===== src/rtl/clk_div_pkg.sv =====
// Shared types and defaults for the programmable clock-enable divider.
package clk_div_pkg;

    typedef enum logic {
        IDLE = 1'b0,
        RUN  = 1'b1
    } state_t;

    localparam logic MODE_PERIODIC = 1'b0;
    localparam logic MODE_ONESHOT  = 1'b1;

    localparam int CNT_W_DFLT       = 16;
    localparam int DEFAULT_DIV_DFLT = 32;
    localparam int TCNT_W_DFLT      = 8;

endpackage


===== src/rtl/clk_div_if.sv =====
// Config/control/status bundle between the top-level control and clk_div_ctrl.
interface clk_div_if
    import clk_div_pkg::*;
#(
    parameter int CNT_W  = CNT_W_DFLT,
    parameter int TCNT_W = TCNT_W_DFLT
);
    logic              cfg_valid;
    logic              cfg_ready;
    logic [CNT_W-1:0]  cfg_div;
    logic              cfg_mode;
    logic              start;
    logic              stop;
    logic              tick;
    logic              busy;
    logic              done;
    logic [TCNT_W-1:0] tick_cnt;

    modport master (
        output cfg_valid, cfg_div, cfg_mode, start, stop,
        input  cfg_ready, tick, busy, done, tick_cnt
    );

    modport slave (
        input  cfg_valid, cfg_div, cfg_mode, start, stop,
        output cfg_ready, tick, busy, done, tick_cnt
    );
endinterface


===== src/rtl/clk_div_counter.sv =====
// Free-running divide counter; term flags the last count of each period.
module clk_div_counter
    import clk_div_pkg::*;
#(
    parameter int CNT_W = CNT_W_DFLT
) (
    input  logic             clk,
    input  logic             rst,
    input  logic             clr,
    input  logic             en,
    input  logic [CNT_W-1:0] div_q,
    output logic             term
);
    logic [CNT_W-1:0] cnt_q;

    // div_q is never zero, so div_q-1 cannot underflow
    assign term = (cnt_q == (div_q - CNT_W'(1)));

    always_ff @(posedge clk) begin
        if (rst || clr) begin
            cnt_q <= '0;
        end else if (en) begin
            cnt_q <= term ? '0 : cnt_q + CNT_W'(1);
        end
    end
endmodule


===== src/rtl/clk_div_ctrl.sv =====
// Programmable clock-enable generator: config port, IDLE/RUN sequencing, tick and tick counter.
module clk_div_ctrl
    import clk_div_pkg::*;
#(
    parameter int CNT_W       = CNT_W_DFLT,
    parameter int DEFAULT_DIV = DEFAULT_DIV_DFLT,
    parameter int TCNT_W      = TCNT_W_DFLT
) (
    input  logic      clk,
    input  logic      rst,
    clk_div_if.slave  bus
);
    state_t            state_q, state_d;
    logic [CNT_W-1:0]  div_q;
    logic              mode_q;
    logic              tick_q;
    logic              done_q;
    logic [TCNT_W-1:0] tick_cnt_q;

    logic term;
    logic load_cfg;
    logic go;
    logic issue;
    logic done_set;

    function automatic logic [CNT_W-1:0] sat_div(input logic [CNT_W-1:0] d);
        return (d == '0) ? CNT_W'(1) : d;
    endfunction

    // Counter is held at zero in IDLE so a run always starts from a clean period
    clk_div_counter #(.CNT_W(CNT_W)) u_cnt (
        .clk   (clk),
        .rst   (rst),
        .clr   (state_q == IDLE),
        .en    (state_q == RUN),
        .div_q (div_q),
        .term  (term)
    );

    always_ff @(posedge clk) begin
        if (rst) begin
            state_q <= IDLE;
        end else begin
            state_q <= state_d;
        end
    end

    always_comb begin
        state_d  = state_q;
        load_cfg = 1'b0;
        go       = 1'b0;
        issue    = 1'b0;
        done_set = 1'b0;
        case (state_q)
            IDLE: begin
                load_cfg = bus.cfg_valid;
                if (bus.start) begin
                    go      = 1'b1;
                    state_d = RUN;
                end
            end
            RUN: begin
                // stop outranks a coincident terminal count
                if (bus.stop) begin
                    state_d = IDLE;
                end else if (term) begin
                    issue = 1'b1;
                    if (mode_q == MODE_ONESHOT) begin
                        state_d  = IDLE;
                        done_set = 1'b1;
                    end
                end
            end
            default: state_d = IDLE;
        endcase
    end

    always_ff @(posedge clk) begin
        if (rst) begin
            div_q      <= CNT_W'(DEFAULT_DIV);
            mode_q     <= MODE_PERIODIC;
            tick_q     <= 1'b0;
            done_q     <= 1'b0;
            tick_cnt_q <= '0;
        end else begin
            tick_q <= issue;
            if (load_cfg) begin
                div_q  <= sat_div(bus.cfg_div);
                mode_q <= bus.cfg_mode;
            end
            if (load_cfg || go) begin
                done_q <= 1'b0;
            end else if (done_set) begin
                done_q <= 1'b1;
            end
            if (go) begin
                tick_cnt_q <= '0;
            end else if (issue) begin
                tick_cnt_q <= tick_cnt_q + TCNT_W'(1);
            end
        end
    end

    assign bus.cfg_ready = (state_q == IDLE);
    assign bus.busy      = (state_q == RUN);
    assign bus.tick      = tick_q;
    assign bus.done      = done_q;
    assign bus.tick_cnt  = tick_cnt_q;
endmodule


===== src/flat_wrapper.sv =====
// flat-port wrapper written by rule: the top's interface ports become plain ports
module clk_div_ctrl_flat import clk_div_pkg::*;
#(
    parameter int CNT_W       = CNT_W_DFLT,
    parameter int DEFAULT_DIV = DEFAULT_DIV_DFLT,
    parameter int TCNT_W      = TCNT_W_DFLT
)
  (clk, rst, bus_cfg_valid, bus_cfg_div, bus_cfg_mode, bus_start, bus_stop, bus_cfg_ready, bus_tick, bus_busy, bus_done, bus_tick_cnt);
  clk_div_if #(.CNT_W(CNT_W), .TCNT_W(TCNT_W)) bus_i ();
  input  logic clk;
  input  logic rst;
  input wire logic [$bits(bus_i.cfg_valid)-1:0] bus_cfg_valid;
  input wire logic [$bits(bus_i.cfg_div)-1:0] bus_cfg_div;
  input wire logic [$bits(bus_i.cfg_mode)-1:0] bus_cfg_mode;
  input wire logic [$bits(bus_i.start)-1:0] bus_start;
  input wire logic [$bits(bus_i.stop)-1:0] bus_stop;
  output wire logic [$bits(bus_i.cfg_ready)-1:0] bus_cfg_ready;
  output wire logic [$bits(bus_i.tick)-1:0] bus_tick;
  output wire logic [$bits(bus_i.busy)-1:0] bus_busy;
  output wire logic [$bits(bus_i.done)-1:0] bus_done;
  output wire logic [$bits(bus_i.tick_cnt)-1:0] bus_tick_cnt;
  assign bus_i.cfg_valid = bus_cfg_valid;
  assign bus_i.cfg_div = bus_cfg_div;
  assign bus_i.cfg_mode = bus_cfg_mode;
  assign bus_i.start = bus_start;
  assign bus_i.stop = bus_stop;
  assign bus_cfg_ready = bus_i.cfg_ready;
  assign bus_tick = bus_i.tick;
  assign bus_busy = bus_i.busy;
  assign bus_done = bus_i.done;
  assign bus_tick_cnt = bus_i.tick_cnt;
  clk_div_ctrl #(.CNT_W(CNT_W), .DEFAULT_DIV(DEFAULT_DIV), .TCNT_W(TCNT_W)) u_core (.clk(clk), .rst(rst), .bus(bus_i));
endmodule

===== config.mk =====
export PLATFORM = sky130hd
export DESIGN_NAME = clk_div_ctrl_flat
export DESIGN_NICKNAME = d
export VERILOG_FILES = /design/src/rtl/clk_div_pkg.sv /design/src/rtl/clk_div_if.sv /design/src/rtl/clk_div_counter.sv /design/src/rtl/clk_div_ctrl.sv /design/src/flat_wrapper.sv
export SDC_FILE = /design/constraint.sdc
export NUM_CORES = 1
export LEC_CHECK = 0
export ABC_AREA = 1
export CAP_MARGIN = 25
export CORE_MARGIN = 2
export CORE_UTILIZATION = 60
export DETAILED_ROUTE_END_ITERATION = 6
export PLACE_DENSITY = 0.86
export SYNTH_ARGS = -nofsm -noshare
export SYNTH_HDL_FRONTEND = slang
export SYNTH_SLANG_ARGS = --single-unit

===== constraint.sdc =====
create_clock -name clk -period 4.79 [get_ports clk]
set_clock_uncertainty 0.2 [all_clocks]
set_input_delay 0.958 -clock clk [delete_from_list [all_inputs] [get_ports clk]]
set_output_delay 0.958 -clock clk [all_outputs]
set_load 0.02 [all_outputs]

==> Word level (Yosys, flattened, before mapping) <==
Index checks and enable logic that the tools add are counted.
{ "word_totals": {"regBits": 44, "in_bits": 22, "output_inout_bits": 12} }
{ "classes": {"add_sub_neg": 3, "eq_ne": 1, "muxes": 16, "bitwise_logic": 1, "n_reduce_logical": 5} }
{ "ops": {"columns": ["cell", "count"], "rows": [
  ["two-way mux 16 bit", 2],
  ["adder 16 x 1 -> 16 bit (second input constant)", 1],
  ["== test 16 bit", 1],
  ["logical NOT 16 bit", 1],
  ["subtractor 16 x 1 -> 16 bit (second input constant)", 1],
  ["two-way mux 1 bit", 13],
  ["adder 8 x 1 -> 8 bit (second input constant)", 1],
  ["OR reduction 2 bit", 2],
  ["logical OR 1 bit", 2],
  ["one-hot mux 1 bit (2 select lines)", 1],
  ["inverter 1 bit", 1]
]} }

==> Depth between registers and ports, before layout <==
Gate-level depths: netlist of run 1.
{ "logic_depth": {"word_depth": 5, "mapped_depth": 16, "ltp_nobuf": 15} }

==> By module <==
A second synthesis of run 1 with hierarchy kept.
{ "unflattened": {"hier_cells": 402, "hier_area_um2": 2716.4} }
{ "by_module_without_submodules": {"columns": ["module", "instances", "cells_per_inst", "area_per_inst_um2", "seq_area_each_um2"], "rows": [
  ["clk_div_counter", 1, 253, 1519.0, 320.3],
  ["clk_div_ctrl", 1, 149, 1197.4, 560.5]
]} }

==> Worst setup path after synthesis of run 1 <==
No wires, ideal clock.
{ "synth_timing": {"kind": "register to register", "start": "reg u_core.div_q[0]", "end": "reg u_core.u_cnt.cnt_q[15]", "t_arrival_ns": 1.802, "required_ns": 4.475, "setup_slack_ns": 2.673, "stages_incl_launch_ff": 13, "path_buffers": 1, "period_less_slack_ns": 2.117, "path_cell_list": "dfxtp_1 > inv_1 > ha_1 > or2_2 > nand3_1 > nand3_1 > nor2_2 > nand2_1 > nor3_2 > nand2_2 > nand3_4 > buf_12 > nor2_2"} }
{ "synth_via": {"elab_chain_cells": 3} }
{ "synth_rtl": {"columns": ["item", "line_no", "text"], "rows": [
  ["start: declaration", "clk_div_ctrl.sv:14", "logic [CNT_W-1:0] div_q;"],
  ["start signal: assignment", "clk_div_ctrl.sv:80", "div_q <= CNT_W'(DEFAULT_DIV);"],
  ["start signal: assignment", "clk_div_ctrl.sv:88", "div_q <= sat_div(bus.cfg_div);"],
  ["subtractor 16 x 1 -> 16 bit", "clk_div_counter.sv:17", "assign term = (cnt_q == (div_q - CNT_W'(1)));"],
  ["== test 16 bit", "clk_div_counter.sv:17", null],
  ["two-way mux 16 bit", "clk_div_counter.sv:23", "cnt_q <= term ? '0 : cnt_q + CNT_W'(1);"],
  ["end signal: assignment", "clk_div_counter.sv:23", null],
  ["end: declaration", "clk_div_counter.sv:14", "logic [CNT_W-1:0] cnt_q;"]
]} }
No other way between the ends.
A chain may end at the register's enable or synchronous reset.

==> Worst setup path after layout of run 1 <==
{ "layout_timing": {"start": "reg u_core.state_q, in the netlist u_core.bus.busy", "end": "out bus_cfg_ready"} }
{ "layout_via": {"elab_chain_cells": 1} }
{ "layout_rtl": {"columns": ["item", "line_no", "text"], "rows": [
  ["start: declaration", "clk_div_ctrl.sv:13", "state_t state_q, state_d;"],
  ["start signal: assignment", "clk_div_ctrl.sv:44", "state_q <= state_d;"],
  ["inverter 1 bit", "clk_div_ctrl.sv:104", "assign bus.cfg_ready = (state_q == IDLE);"],
  ["end: declaration", "flat_wrapper.sv:17", "output wire logic [$bits(bus_i.cfg_ready)-1:0] bus_cfg_ready;"]
]} }
No other way between the ends.

==> impl_results.md, run 1 <==
* Maximum number of pins on one net before global-route repair at 28
* YS warnings at 0
* Vias in the first global route at 2370
* Run status: completed
* Synth Net Count at 410
* Y dimension of the die at 70.35 um
* TritonCTS clock tree: yes
* Nets@finish at 444
* Top flip-flop cell by instance count after synthesis: sky130_fd_sc_hd__dfxtp_1
* Cell accounting for the most synthesized area: sky130_fd_sc_hd__dfxtp_1
* Highest attainable clock frequency at 335.4 MHz
* Vias per std cell at 5.441
* Share of post-route cells with drive strength above 1 at 0.08571
* VDD IR max at 0.1744 mV
* Clock Pin Slew Worst Setup and Hold Paths at 0.08 ns
* Highest cell delay on the worst timing path at 0.67 ns
* Worst min-delay path class: flop to flop
* Initial DRC count at 106
* Leakage power at 1.215 nW
* Critical path cell sequence: inv_1 -> clkdlybuf4s50_1
* H-tree depth at 2
* Chip width at 70.35 um
* Worst path buffer plus inverter count at 2
* Count of hold buffers inserted by post-cts repair at 0
* End-of-flow core utilization at 0.7182
* Std cell rows at 24
* Type of the setup path with the least slack: flop to primary output
* Drt pass-1 iters at 4
* Headroom to the max-slew limit at 0.4747
* Sequential-to-total area share from yosys stat at 0.3335
* Multi-input gate area in the final layout at 1572 um^2
* Area of the core region at 4294 um^2
* Deepest clock path buffer count at 2
* Residual DRC at 0
* Number of max-capacitance violations reported at 0
* Fraction of registers with async set or reset after synthesis at 0
* Post-Syn Area at 2641 um^2
* Number of antenna diodes at 0
* Unrepaired setup endpoints after global routing: false
* Max Transition Viols Final at 0
* Number of clock sinks seen by CTS at 44
* Instance count of the mapped netlist at 385
* Total number of vias at 2568
* Critical path capture point type: primary output
* Part of the cycle the worst path needs at 0.6225
* Register-to-register path setup slack at 2.17 ns
* Clock insertion delay at the later pin of the skew report at 0.30 ns
* GRT overflow at 0
* Final routed wirelength across all metal layers at 6023 um
* Critical path peak fanout at 12
* Share of the synthesized area in the top cell type at 0.3335
* Cell class contributing the biggest share of worst-path delay: buffers and inverters
* Tmin final at 2.982 ns
* Number of antenna violations at the first check in global routing at 0
* Area added between synthesis and finish at 16.77%
* Ranking of synthesized cells by area: sky130_fd_sc_hd__dfxtp_1 (33%), sky130_fd_sc_hd__nand2_1 (15%), sky130_fd_sc_hd__nor2_1 (5.7%)
* Crit-path slowest cell: sky130_fd_sc_hd__dfxtp_1
* WL/cell at 12.76 um
* Post-DRT Antenna Nets at 0
* Data arrival, critical path at 1.82 ns
* Sum of negative setup slack at 0 ns
* # IOs at 34
* PD cells at 256.3 nW/um^2
* Die area at 4949 um^2
* Inserted Clock Buffers at 5
* Required arrival time at the worst endpoint at 3.63 ns
* Number of I/O port buffers at 33
* Post-CTS setup buffer count at 0
* Initial cell density of the core at 0.6151
* Root buf cell: sky130_fd_sc_hd__clkbuf_8
* CP startpoint kind: flop
* Synth Register Bits at 44
* Count of flip-flops with a built-in enable after synthesis at 0
* Post-detail-place hpwl at 4710 um
* Filler cell count at 367
* Overall global routing resource usage at 0.2601
* Number of failing setup endpoints in the final timing report at 0
* Final weighted congestion in routability-driven placement at 0.9388
* Global-route wire length before repair at 10490 um
* Resized cells post-CTS at 0
* Final-report hold violation count at 0
* Per-instance average area after synthesis at 6.860 um^2
* Number of distinct library cells after synthesis at 34
* Actual slew at the worst max-slew pin at 0.7861 ns
* Register Area at 880.8 um^2
[where the power goes]
group	switching [mW]	total (mW)	internal, mW
logic	0.0957	0.154	0.0583
clock network	0.126	0.243	0.118
registers	0.0161	0.393	0.377
[synthesized netlist by cell type, types with 5 or more instances]
library cell and count:
sky130_fd_sc_hd__nand2_1 106, sky130_fd_sc_hd__dfxtp_1 44, sky130_fd_sc_hd__nor2_1 40, sky130_fd_sc_hd__inv_1 37, sky130_fd_sc_hd__nand3_1 25, sky130_fd_sc_hd__a21oi_1 20
sky130_fd_sc_hd__nor2_2 17, sky130_fd_sc_hd__nand4_1 16, sky130_fd_sc_hd__xnor2_1 11, sky130_fd_sc_hd__xor2_1 11, sky130_fd_sc_hd__a211oi_1 7, sky130_fd_sc_hd__nor3_1 5
sky130_fd_sc_hd__nor4_1 5, sky130_fd_sc_hd__o21ai_0 5
[logic make-up after synthesis]
family	synth area share
AO/OA/AOI/OAI	0.07295
XOR/XNOR	0.07295
adder cells (fa/ha/maj)	0.01421
buffers and inverters	0.07153
flip-flops	0.3335
AND/OR/NAND/NOR	0.4349
[tightest hold or removal path, stage by stage, from the launching register on]
cell and delay [ns]:
sky130_fd_sc_hd__dfxtp_1 0.32, sky130_fd_sc_hd__inv_1 0.06, sky130_fd_sc_hd__a21oi_1 0.06
[through the flow]
stage | cells | hold WS (ns) | area [um^2] | setup slack, ns | total power [mW]
4_1_cts | 472 | 0.2730 | 3084 | 1.834 | 0.7923
2_1_floorplan | 385 | 0.2386 | 2641 | 2.673 | 0.5079
3_5_place_dp | 464 | 0.2599 | 2994 | 1.804 | 0.5536
6_report | 472 | 0.2812 | 3084 | 1.808 | 0.7905
5_1_grt | 472 | 0.3113 | 3084 | 1.761 | 0.8273
3_3_place_gp | 464 | 0.2462 | 2994 | 1.861 | 0.5501
[flip-flops by register name, summed over array words and instances, names as in the netlist]
signal	flops
u_core.div_q	16
u_core.u_cnt.cnt_q	16
u_core.bus.tick_cnt	8
u_core.bus.busy	1
u_core.bus.done	1
u_core.bus.tick	1
u_core.mode_q	1
[layout by cell type, fill, tap and decap left out, types with 3 or more instances in the layout]
cell	Yosys	final
sky130_fd_sc_hd__nand2_1	106	106
sky130_fd_sc_hd__dfxtp_1	44	44
sky130_fd_sc_hd__nor2_1	40	40
sky130_fd_sc_hd__inv_1	37	37
sky130_fd_sc_hd__clkdlybuf4s50_1	0	33
sky130_fd_sc_hd__nand3_1	25	25
sky130_fd_sc_hd__a21oi_1	20	20
sky130_fd_sc_hd__nor2_2	17	17
sky130_fd_sc_hd__nand4_1	16	16
sky130_fd_sc_hd__xnor2_1	11	11
sky130_fd_sc_hd__xor2_1	11	11
sky130_fd_sc_hd__a211oi_1	7	7
sky130_fd_sc_hd__clkbuf_8	0	6
sky130_fd_sc_hd__nor3_1	5	5
sky130_fd_sc_hd__o21ai_0	5	5
sky130_fd_sc_hd__nor4_1	5	5
sky130_fd_sc_hd__nand3b_1	4	4
sky130_fd_sc_hd__nor3b_1	4	4
sky130_fd_sc_hd__nor2_4	3	3
sky130_fd_sc_hd__nand2_2	3	3
sky130_fd_sc_hd__ha_1	3	3
[final cells by class]
type,count,area share
repair buffers,33,0.1071
flip-flops and latches,44,0.2856
well taps,52,0.02110
multi-input cells,296,0.5095
inverters,39,0.04746
clock buffers,8,0.02921
[routing by layer]
layer	track usage	share of wire	up-vias
met4	0.1047	0.016	0
met1	0.3291	0.44	1166
met2	0.4308	0.50	65
met5	0	0	-
li1	-	-	1327
met3	0.05339	0.047	10
[path summary, 6_finish.rpt]
path                                       from                endpoint  depth (start not counted)
worst min-delay path            u_core.bus.done         u_core.bus.done                          2
worst max-delay path            u_core.bus.busy           bus_cfg_ready                          2
worst max register to register  u_core.bus.busy  u_core.u_cnt.cnt_q[14]                          9
worst min register to register  u_core.bus.done         u_core.bus.done                          2
Note: power is estimated with default switching activity, not from simulation.
==> run 2, diff against run 1 <==
--- a/config.mk
+++ b/config.mk
@@ -8,9 +8,9 @@
 export ABC_AREA = 1
 export CAP_MARGIN = 25
 export CORE_MARGIN = 2
-export CORE_UTILIZATION = 60
+export CORE_UTILIZATION = 50
 export DETAILED_ROUTE_END_ITERATION = 6
-export PLACE_DENSITY = 0.86
+export PLACE_DENSITY = 0.76
 export SYNTH_ARGS = -nofsm -noshare
 export SYNTH_HDL_FRONTEND = slang
 export SYNTH_SLANG_ARGS = --single-unit
==> constraint.sdc (replaced) <==
create_clock -name clk -period 2.4 [get_ports clk]
set_clock_uncertainty 0.2 [all_clocks]
set_input_delay 0.48 -clock clk [delete_from_list [all_inputs] [get_ports clk]]
set_output_delay 0.48 -clock clk [all_outputs]
set_load 0.02 [all_outputs]
==> run 2 against run 1 <==
Effect of this change: power grew 110%; highest routed layer unchanged; critical path depth increased by 13; largest power group unchanged; sequential share of layout area decreased by 1.3 points; sequential power increased by 98%; die area up 19%; non-clock buffer count up 6; first-iteration DRC count rose by 80%.
==> impl_results.md, run 2 (synthesis results as in run 1) <==
* Leakage power at 1.264 nW (+4.0%)
* Vias per std cell at 5.231 (-3.8%)
* Nets@finish at 451 (+1.6%)
* Most common cell after layout, fill and taps aside: sky130_fd_sc_hd__nand2_1
* Count of hold buffers inserted by post-cts repair at 0 (unchanged)
* Global-route wire length before repair at 10530 um (+0.39%)
* Number of max-capacitance violations reported at 0 (unchanged)
* Portion of total power attributed to combinational logic at 0.200 (+0.005)
* Share of post-route cells with drive strength above 1 at 0.1218 (+0.03607)
* Total internal power at 1.189 mW (+110%)
* Clock Pin Slew Worst Setup and Hold Paths at 0.08 ns (about the same)
* Critical Path Start: u_core.div_q[0]
* Leading cell types in the layout, fill and taps excluded: sky130_fd_sc_hd__nand2_1 (104), sky130_fd_sc_hd__dfxtp_1 (44), sky130_fd_sc_hd__nor2_1 (38)
* Critical path peak fanout at 6 (-6)
* Inserted Clock Buffers at 5 (unchanged)
* Clock power frac at 0.334 (+0.026)
* P_sw at 484.0 uW (+100%)
* Number of clock sinks seen by CTS at 44 (unchanged)
* VDD IR max at 0.3381 mV (+94%)
* Overall power consumption at 1.673 mW (+110%)
* Area of the core region at 5107 um^2 (+19%)
* Die area at 5880 um^2 (+19%)
* Initial cell density of the core at 0.5171 (-0.09794)
* Worst Hold Margin at 0.2560 ns (-0.02526 ns)
* Launching point of the worst reg2reg path: u_core.div_q[0]
* Deepest clock path buffer count at 2 (unchanged)
* Final-report hold violation count at 0 (unchanged)
* Required arrival time at the worst endpoint at 2.42 ns (-1.21 ns)
* Highest cell delay on the worst timing path at 0.34 ns (-0.33 ns)
* H-tree depth at 2 (unchanged)
* Number of antenna diodes at 0 (unchanged)
* Tmin final at 2.346 ns
* PD cells at 517.8 nW/um^2 (+100%)
* HP Start: u_core.bus.done
* Cell class contributing the biggest share of worst-path delay: simple AND/OR/NAND/NOR gates
* Post-placement setup slack at 0.1161 ns (-1.688 ns)
* Part of the cycle the worst path needs at 0.9777
* Clock insertion delay at the later pin of the skew report at 0.30 ns (about the same)
* Std cell rows at 26 (+8.3%)
* Run status: completed
* Y dimension of the die at 76.68 um (+9.0%)
* Actual slew at the worst max-slew pin at 0.3959 ns (-0.3902 ns)
* WL/cell at 12.68 um (-0.65%)
* # IOs at 34 (unchanged)
* Maximum number of pins on one net before global-route repair at 18 (-36%)
* End-of-flow core utilization at 0.6325 (-0.08571)
* Overall global routing resource usage at 0.2168 (-0.04326)
* TritonCTS clock tree: yes
* Drt pass-1 iters at 4 (unchanged)
* Final routed wirelength across all metal layers at 6301 um (+4.6%)
* Crit-path slowest cell: sky130_fd_sc_hd__dfxtp_1
* Area added between synthesis and finish at 22.31%
* Vias in the first global route at 2376 (+0.25%)
* GRT overflow at 0 (unchanged)
* Critical path's most frequent cell: sky130_fd_sc_hd__nand2_2
* Final weighted congestion in routability-driven placement at 0.8690 (-7.4%)
* Headroom to the max-slew limit at 0.7358 (+0.2611)
* Number of I/O port buffers at 33 (unchanged)
* Critical path cell sequence: inv_2 -> ha_4 -> nand2_2 -> nor2_4 -> nand2_2 -> inv_1 -> nand2_1 -> nand2_1 -> nand3_1 -> nor2_2 -> nand2_2 -> nor2_8 -> buf_6 -> nand4_1 -> a21oi_1
* Post-route worst setup slack at 0.05363 ns (-1.755 ns)
* Worst path buffer plus inverter count at 3 (+1)
* Register-to-register path setup slack at 0.05 ns (-2.12 ns)
* Relative contribution of sequential cells to total power at 0.466 (-0.031)
* Number of failing setup endpoints in the final timing report at 0 (unchanged)
* Type of the setup path with the least slack: flop to flop
* Data arrival, critical path at 2.37 ns (+0.55 ns)
* Max Transition Viols Final at 0 (unchanged)
* Residual DRC at 0 (unchanged)
* Total number of vias at 2600 (+1.2%)
* Root buf cell: sky130_fd_sc_hd__clkbuf_8
* Number of antenna violations at the first check in global routing at 0 (unchanged)
* CP startpoint kind: flop
* Highest attainable clock frequency at 426.2 MHz
* Worst min-delay path class: flop to flop
* Chip width at 76.68 um (+9.0%)
* Share of total power consumed by net switching at 0.2893 (-0.01084)
* Initial DRC count at 191 (+80%)
* Post-detail-place hpwl at 4711 um (about the same)
* Post-DRT Antenna Nets at 0 (unchanged)
* Sum of negative setup slack at 0 ns (unchanged)
* Critical path capture point type: flop
==> run 2: cell count changes in the layout (fill, tap and decap cells not counted), sizes merged <==
cell	delta
buf	+6
bufinv	+1
clkbuf	-2
clkinv	+1
nand3	+1
==> run 2: worst paths after layout <==
check,endpoint,depth (start not counted)
max,u_core.bus.tick_cnt[6],15
min,u_core.bus.done,2
max reg2reg,u_core.bus.tick_cnt[6],15
min reg2reg,u_core.bus.done,2
==> run 2: power groups by stage <==
stage,combinational (mW),clock (mW),sequential (mW)
after floorplan,0.223,0,0.791
after global placement,0.308,0,0.796
after detailed placement,0.312,0,0.796
after CTS,0.314,0.565,0.779
after global routing,0.377,0.598,0.784
final,0.334,0.559,0.780
==> run 2: worst min-delay path, stage by stage, from the launching register on <==
cell                      delay (ns)
sky130_fd_sc_hd__dfxtp_1        0.32
sky130_fd_sc_hd__inv_1          0.05
sky130_fd_sc_hd__a21oi_1        0.05
==> run 2: layout make-up <==
class,count,area (um^2)
sequential,44,880.8
fill,470,1877
clock inverter,2,35.03
timing repair buffer,39,391.6
inverter,39,146.4
multi-input combinational,297,1617
tap,70,87.58
clock buffer,6,72.57
==> run 2: timing repair <==
item                                    in CTS  in global routing
resized for setup                            0                 13
setup buffers                                0                  3
endpoints found under the setup margin       0                 25
==> run 2: through the flow <==
stage / std cells / instance area, um^2
6_report: 497 / 3231
5_1_grt: 497 / 3231
4_1_cts: 493 / 3147
3_5_place_dp: 485 / 3039
3_3_place_gp: 485 / 3039
2_1_floorplan: 385 / 2641
==> run 2: metal layers <==
layer	GRT usage	up-vias	routed length, um
met4	0.06182	0	72
met1	0.2775	1187	2854
met5	0	-	0
met2	0.3737	68	3071
met3	0.03765	7	303
li1	-	1338	-
